<file path="config.mk">
export PLATFORM = sky130hd
export DESIGN_NAME = pattern_detector
export DESIGN_NICKNAME = d
export VERILOG_FILES = /design/src/rtl/pattern_detector_pkg.sv /design/src/rtl/pd_window.sv /design/src/rtl/pattern_detector.sv
export SDC_FILE = /design/constraint.sdc
export NUM_CORES = 1
export LEC_CHECK = 0
export CORE_MARGIN = 1.5
export CORE_UTILIZATION = 47
export CTS_CLUSTER_DIAMETER = 120
export DETAILED_ROUTE_END_ITERATION = 12
export PLACE_DENSITY = 0.75
export SLEW_MARGIN = 15
export SYNTH_ARGS = -nofsm -noshare
export SYNTH_HDL_FRONTEND = slang
export SYNTH_SLANG_ARGS = --single-unit
export TNS_END_PERCENT = 30
</file>
<file path="constraint.sdc">
create_clock -name clk -period 3 [get_ports clk]
set_input_delay 0.75 -clock clk [delete_from_list [all_inputs] [get_ports clk]]
set_output_delay 0.75 -clock clk [all_outputs]
set_load 0.02 [all_outputs]
</file>
<file path="src/rtl/pattern_detector_pkg.sv">
// Shared defaults for the serial pattern detector and its window sub-block.
package pattern_detector_pkg;
   localparam int PD_MAX_LEN = 8;
   localparam int PD_CNT_W   = 16;
   localparam int PD_LEN_W   = $clog2(PD_MAX_LEN + 1);
endpackage

</file>
<file path="src/rtl/pd_window.sv">
// Serial history shift register and fill counter; both advance only on accepted beats.
module pd_window
   import pattern_detector_pkg::*;
#(
   parameter int MAX_LEN = PD_MAX_LEN,
   parameter int LEN_W   = $clog2(MAX_LEN + 1)
) (
   input  logic               clk,
   input  logic               reset,
   input  logic               i_shift,
   input  logic               i_bit,
   input  logic               i_fill_clr,
   input  logic               i_match_clr,
   input  logic [LEN_W-1:0]   i_len,
   output logic [MAX_LEN-1:0] o_hist_next,
   output logic [LEN_W-1:0]   o_fill_next
);

   logic [MAX_LEN-1:0] r_hist;
   logic [LEN_W-1:0]   r_fill;
   logic [MAX_LEN-1:0] w_hist_next;
   logic [LEN_W-1:0]   w_fill_next;

   // Look-ahead values include the beat being accepted this cycle.
   assign w_hist_next = {r_hist[MAX_LEN-2:0], i_bit};
   assign w_fill_next = (r_fill >= i_len) ? i_len : r_fill + LEN_W'(1);

   always_ff @(posedge clk) begin
      if (reset) begin
         r_hist <= '0;
      end else if (i_shift) begin
         r_hist <= w_hist_next;
      end
   end

   always_ff @(posedge clk) begin
      if (reset || i_fill_clr) begin
         r_fill <= '0;
      end else if (i_shift) begin
         r_fill <= i_match_clr ? '0 : w_fill_next;
      end
   end

   assign o_hist_next = w_hist_next;
   assign o_fill_next = w_fill_next;

endmodule

</file>
<file path="src/rtl/pattern_detector.sv">
// Configurable serial bit-pattern detector with overlap control and saturating match counter.
module pattern_detector
   import pattern_detector_pkg::*;
#(
   parameter int MAX_LEN = PD_MAX_LEN,
   parameter int CNT_W   = PD_CNT_W
) (
   input  logic                         clk,
   input  logic                         reset,
   input  logic                         cfg_load,
   input  logic [MAX_LEN-1:0]           cfg_pattern,
   input  logic [$clog2(MAX_LEN+1)-1:0] cfg_len,
   input  logic                         cfg_overlap,
   input  logic                         data_valid,
   input  logic                         data_in,
   input  logic                         cnt_clr,
   output logic                         detected,
   output logic [CNT_W-1:0]             match_count,
   output logic                         cfg_error
);

   localparam int LEN_W = $clog2(MAX_LEN + 1);

   logic [MAX_LEN-1:0] r_pat;
   logic [LEN_W-1:0]   r_len;
   logic               r_overlap;
   logic               r_err;
   logic               r_det_p1;
   logic [CNT_W-1:0]   r_count;

   logic               w_shift;
   logic               w_len_ok;
   logic               w_match;
   logic [MAX_LEN-1:0] w_mask;
   logic [MAX_LEN-1:0] w_hist_next;
   logic [LEN_W-1:0]   w_fill_next;

   // A beat arriving with cfg_load is dropped so the new pattern starts from a clean window.
   assign w_shift  = data_valid & ~cfg_load;
   assign w_len_ok = (cfg_len >= LEN_W'(2)) && (cfg_len <= LEN_W'(MAX_LEN));

   pd_window #(
      .MAX_LEN (MAX_LEN),
      .LEN_W   (LEN_W)
   ) u_window (
      .clk         (clk),
      .reset       (reset),
      .i_shift     (w_shift),
      .i_bit       (data_in),
      .i_fill_clr  (cfg_load),
      .i_match_clr (w_match & ~r_overlap),
      .i_len       (r_len),
      .o_hist_next (w_hist_next),
      .o_fill_next (w_fill_next)
   );

   always_comb begin
      w_mask = '0;
      for (int i = 0; i < MAX_LEN; i++) begin
         w_mask[i] = (LEN_W'(i) < r_len);
      end
   end

   // An illegal load stores length 0, which is what disables detection.
   assign w_match = w_shift && (r_len != '0) && (w_fill_next >= r_len) &&
                    (((w_hist_next ^ r_pat) & w_mask) == '0);

   always_ff @(posedge clk) begin
      if (reset) begin
         r_pat     <= '0;
         r_len     <= '0;
         r_overlap <= 1'b0;
         r_err     <= 1'b0;
      end else if (cfg_load) begin
         r_pat     <= cfg_pattern;
         r_len     <= w_len_ok ? cfg_len : '0;
         r_overlap <= cfg_overlap;
         r_err     <= ~w_len_ok;
      end
   end

   // Stage p1: registered match pulse and counter, both reflecting the beat of the previous cycle.
   always_ff @(posedge clk) begin
      if (reset) begin
         r_det_p1 <= 1'b0;
         r_count  <= '0;
      end else begin
         r_det_p1 <= w_match;
         if (cnt_clr) begin
            r_count <= w_match ? CNT_W'(1) : '0;
         end else if (w_match && (r_count != {CNT_W{1'b1}})) begin
            r_count <= r_count + CNT_W'(1);
         end
      end
   end

   assign detected    = r_det_p1;
   assign match_count = r_count;
   assign cfg_error   = r_err;

endmodule
</file>
==> flow_metrics.env <==
export IMPL_design_core_area_sq_mm=0.004414
export IMPL_status="complete, but fails checks"
export IMPL_fp_row_count=24
export IMPL_fin_area_sq_mm=0.002970
export IMPL_critical_path_class="reg2reg"
export IMPL_worst_pin_slew_ps=515.5
export IMPL_drc=0
export IMPL_r2r_slack_ps=-10
export IMPL_grt_setup_unrepaired="yes"
export IMPL_numCtsBuffers=5
export IMPL_hold_ws_ps=469.5
export IMPL_grt_overflow=0
export IMPL_finalSetupTns_ps=-13.99
export IMPL_final_cells=362
export IMPL_hp_start="cfg_error$_SDFFE_PP0P_"
export IMPL_fmax_mhz=331.8
export IMPL_fin_crit_sh_pct=100.5
export IMPL_synth_fp_nets=290
export IMPL_cp_end_kind="register"
export IMPL_hold_path_class="reg2reg"
export IMPL_leakage_nw=1.059
export IMPL_fin_ws_ps=-13.99
export IMPL_crit_family="simple AND/OR/NAND/NOR gates"
export IMPL_ys_seq_elements=42
export IMPL_pre_cts_ws_ps=-21.62
export IMPL_nets=338
export IMPL_drive_above_1_share_pct=18.71
export IMPL_drv_cap=0
export IMPL_ir_drop_mv=0.2436
export IMPL_antenna_found_initial=0
export IMPL_clockPowerShare_pct=33.3
export IMPL_critPathRequiredTime_ps=3230
export IMPL_initial_utilization_pct=49.55
export IMPL_cpMaxStageDelayCell="or4_1"
export IMPL_cts_tree="yes"
export IMPL_synth_seq_area_share_pct=38.44
export IMPL_final_setup_viol_count=1
export IMPL_switchingPower_mw=0.2909
export IMPL_diodes=0
export IMPL_drt_first_pass_iters=4
export IMPL_seqPwrFrac_pct=52.1
export IMPL_cts_buffer_depth=2
export IMPL_placed_area_sq_mm=0.002660
export IMPL_post_route_util_pct=67.29
export IMPL_synth_edf_count=0
export IMPL_critical_path_buf_inv_count=4
export IMPL_crit_top_cell="a21oi_1"
export IMPL_dr_first_iter_drc_count=92
export IMPL_min_to="cfg_error$_SDFFE_PP0P_"
export IMPL_synthDistinctLibCells=47
export IMPL_dp_hpwl_mm=3.565
export IMPL_clkTransAtPathRegs_ps=80
export IMPL_hold_viol=0
export IMPL_placedCellCount=349
export IMPL_grt_pass1_vias=1803
export IMPL_vias_per_cell=5.660
export IMPL_cp_arrival_ps=3240
export IMPL_slew_violations=0
export IMPL_portBuffers=36
export IMPL_io_pins=37
export IMPL_syn_area_sq_mm=0.002187
export IMPL_wirelength_mm=5.407
export IMPL_crit_chain="inv_2, ha_4, nand2b_4, a21oi_4, o21ai_4, buf_6, nand2_1, o21ai_2, inv_1, ha_1, o21ai_1, a21oi_1, nand3_2, buf_12, or4_1, a21oi_1"
export IMPL_violations="setup timing"
export IMPL_clock_latency_ps=300
export IMPL_grt_max_degree=35
export IMPL_reg2reg_to="match_count[12]$_SDFFE_PP0P_"
export IMPL_relSlewSlack_pct=65.37
export IMPL_wl_per_cell_um=14.94
export IMPL_intPower_mw=0.8177
export IMPL_power_mw=1.109
export IMPL_worstHoldPathCells=2
export IMPL_startpoint_type="register"
export IMPL_crit_fanout=5
export IMPL_vias=2049
export IMPL_p_per_area_mw_per_mm2=373.2
export IMPL_antenna_left=0
export IMPL_ys_warn_count=0
export IMPL_die_w_um=71.22
export IMPL_cts_sinks=42
export IMPL_slowest_delay_ps=500
export IMPL_fin_worst_skew_ps=4.873
export IMPL_fin_crit_ps=3014
export IMPL_r2r_start="u_window.r_fill[0]$_SDFFE_PP0P_"
export IMPL_dieArea_sq_mm=0.005072
export IMPL_syn_inst=261
export IMPL_h_tree_depth=2
export IMPL_place_congestion=0.8092
export IMPL_cts_root_buf="clkbuf_8"
export IMPL_synth_area_per_cell_sq_um=8.380
export IMPL_reg2reg_depth=16
export IMPL_comb_power_share_pct=14.6
export IMPL_grtUsageTotal_pct=19.76
export IMPL_p_sw_share_pct=26.24
export IMPL_area_growth_pct=35.81
export IMPL_async_reset_ff_share_pct=0
export IMPL_grt_pass1_wl_mm=8.059
export IMPL_synthFlopType="dfxtp_1"
export IMPL_die_y_um=71.22
==> placed cells by master, fill, tap and decap left out, types with 5 or more instances in the layout <==
master           count
buf_4               13
a21oi_1             22
xnor2_1              8
o31ai_1              6
dfxtp_1             38
clkbuf_8             5
or3_1                8
nand3_1              9
nand2_1             26
clkdlybuf4s50_1     36
nor3_1               6
inv_1                6
mux2i_1             10
o21ai_0             11
ha_1                 7
nor2_1              22
==> layer usage <==
| metal | global-route usage [%] | share of wire, % | routed length [um] | vias up |
|---|---|---|---|---|
| li1 | - | - | - | 1036 |
| met1 | 25.67 | 45 | 2410 | 951 |
| met2 | 32.61 | 49 | 2635 | 51 |
| met3 | 4.782 | 5.0 | 269 | 11 |
| met4 | 6.080 | 1.7 | 92 | 0 |
| met5 | 0 | 0 | 0 | - |
==> power groups by stage <==
stage               Sequential (mW)  Combinational, mW  Clock (mW)
CTS                           0.577              0.137       0.375
finish                        0.578              0.162       0.369
floorplan                     0.592             0.0761           0
detailed placement            0.591              0.135           0
global placement              0.590              0.133           0
global route                  0.579              0.177       0.399
==> worst register-to-register path, cell delays in order (launching register included) <==
cell      delay [ps]
dfxtp_2          340
inv_2             40
ha_4             250
nand2b_4         110
a21oi_4           50
o21ai_4          210
buf_6            150
nand2_1           80
o21ai_2           90
inv_1             60
ha_1             270
o21ai_1           60
a21oi_1          190
nand3_2          200
buf_12           190
or4_1            500
a21oi_1          150
==> flip-flops by register name, indices dropped and copies added (netlist names) <==
name             cells
match_count         16
r_pat                8
u_window.r_hist      7
r_len                4
u_window.r_fill      4
cfg_error            1
detected             1
r_overlap            1
==> worst max path at each step <==
stage                     depth (start not counted)                             from                               to
after CTS                                        16  u_window.r_fill[0]$_SDFFE_PP0P_     match_count[10]$_SDFFE_PP0P_
after floorplan                                  13            r_len[3]$_SDFFE_PP0P_  u_window.r_fill[2]$_SDFFE_PP0P_
after global routing                             17  u_window.r_fill[0]$_SDFFE_PP0P_     match_count[12]$_SDFFE_PP0P_
after global placement                           15            r_len[3]$_SDFFE_PP0P_     match_count[10]$_SDFFE_PP0P_
after detailed placement                         15            r_len[3]$_SDFFE_PP0P_     match_count[10]$_SDFFE_PP0P_
final                                            16  u_window.r_fill[0]$_SDFFE_PP0P_     match_count[12]$_SDFFE_PP0P_
==> what timing repair did <==
item / in CTS / in global routing
gates cloned: 0 / 3
setup buffers: 0 / 2
hold buffers: 0 / 0
gates resized for setup: 2 / 30
endpoints found under the setup margin: 8 / 17
pin swaps: 0 / 9
==> cell families (layout without fill, tap and decap cells) <==
group	Yosys count	after routing	share of synthesized area (%)
adder cells (fa/ha/maj)	10	10	5.721
flip-flops	42	42	38.44
XOR/XNOR	10	10	4.005
buffers and inverters	22	71	4.577
AO/OA/AOI/OAI	63	63	17.68
AND/OR/NAND/NOR	103	103	24.49
multiplexers	11	11	5.092
==> area by class of cell <==
cell class	instances	area [sq um]
fill	371	1444
tap	52	65.06
timing repair buffer	55	575.6
clock buffer	5	68.82
multi-input combinational	197	1359
clock inverter	3	21.27
sequential	42	848.3
inverter	8	32.53
==> Yosys cell counts, types with 5 or more instances <==
| cell | number | area, sq um |
|---|---|---|
| a21oi_1 | 27 | 135.1 |
| clkbuf_1 | 7 | 26.28 |
| dfxtp_1 | 42 | 840.8 |
| ha_1 | 10 | 125.1 |
| inv_1 | 8 | 30.03 |
| mux2i_1 | 10 | 100.1 |
| nand2_1 | 27 | 101.4 |
| nand3_1 | 10 | 50.05 |
| nor2_1 | 23 | 86.33 |
| nor3_1 | 6 | 30.03 |
| o21ai_0 | 13 | 65.06 |
| o31ai_1 | 6 | 45.04 |
| or3_1 | 8 | 50.05 |
| or4_1 | 5 | 37.54 |
| xnor2_1 | 8 | 70.07 |
Power figures use the tool's default switching activity.
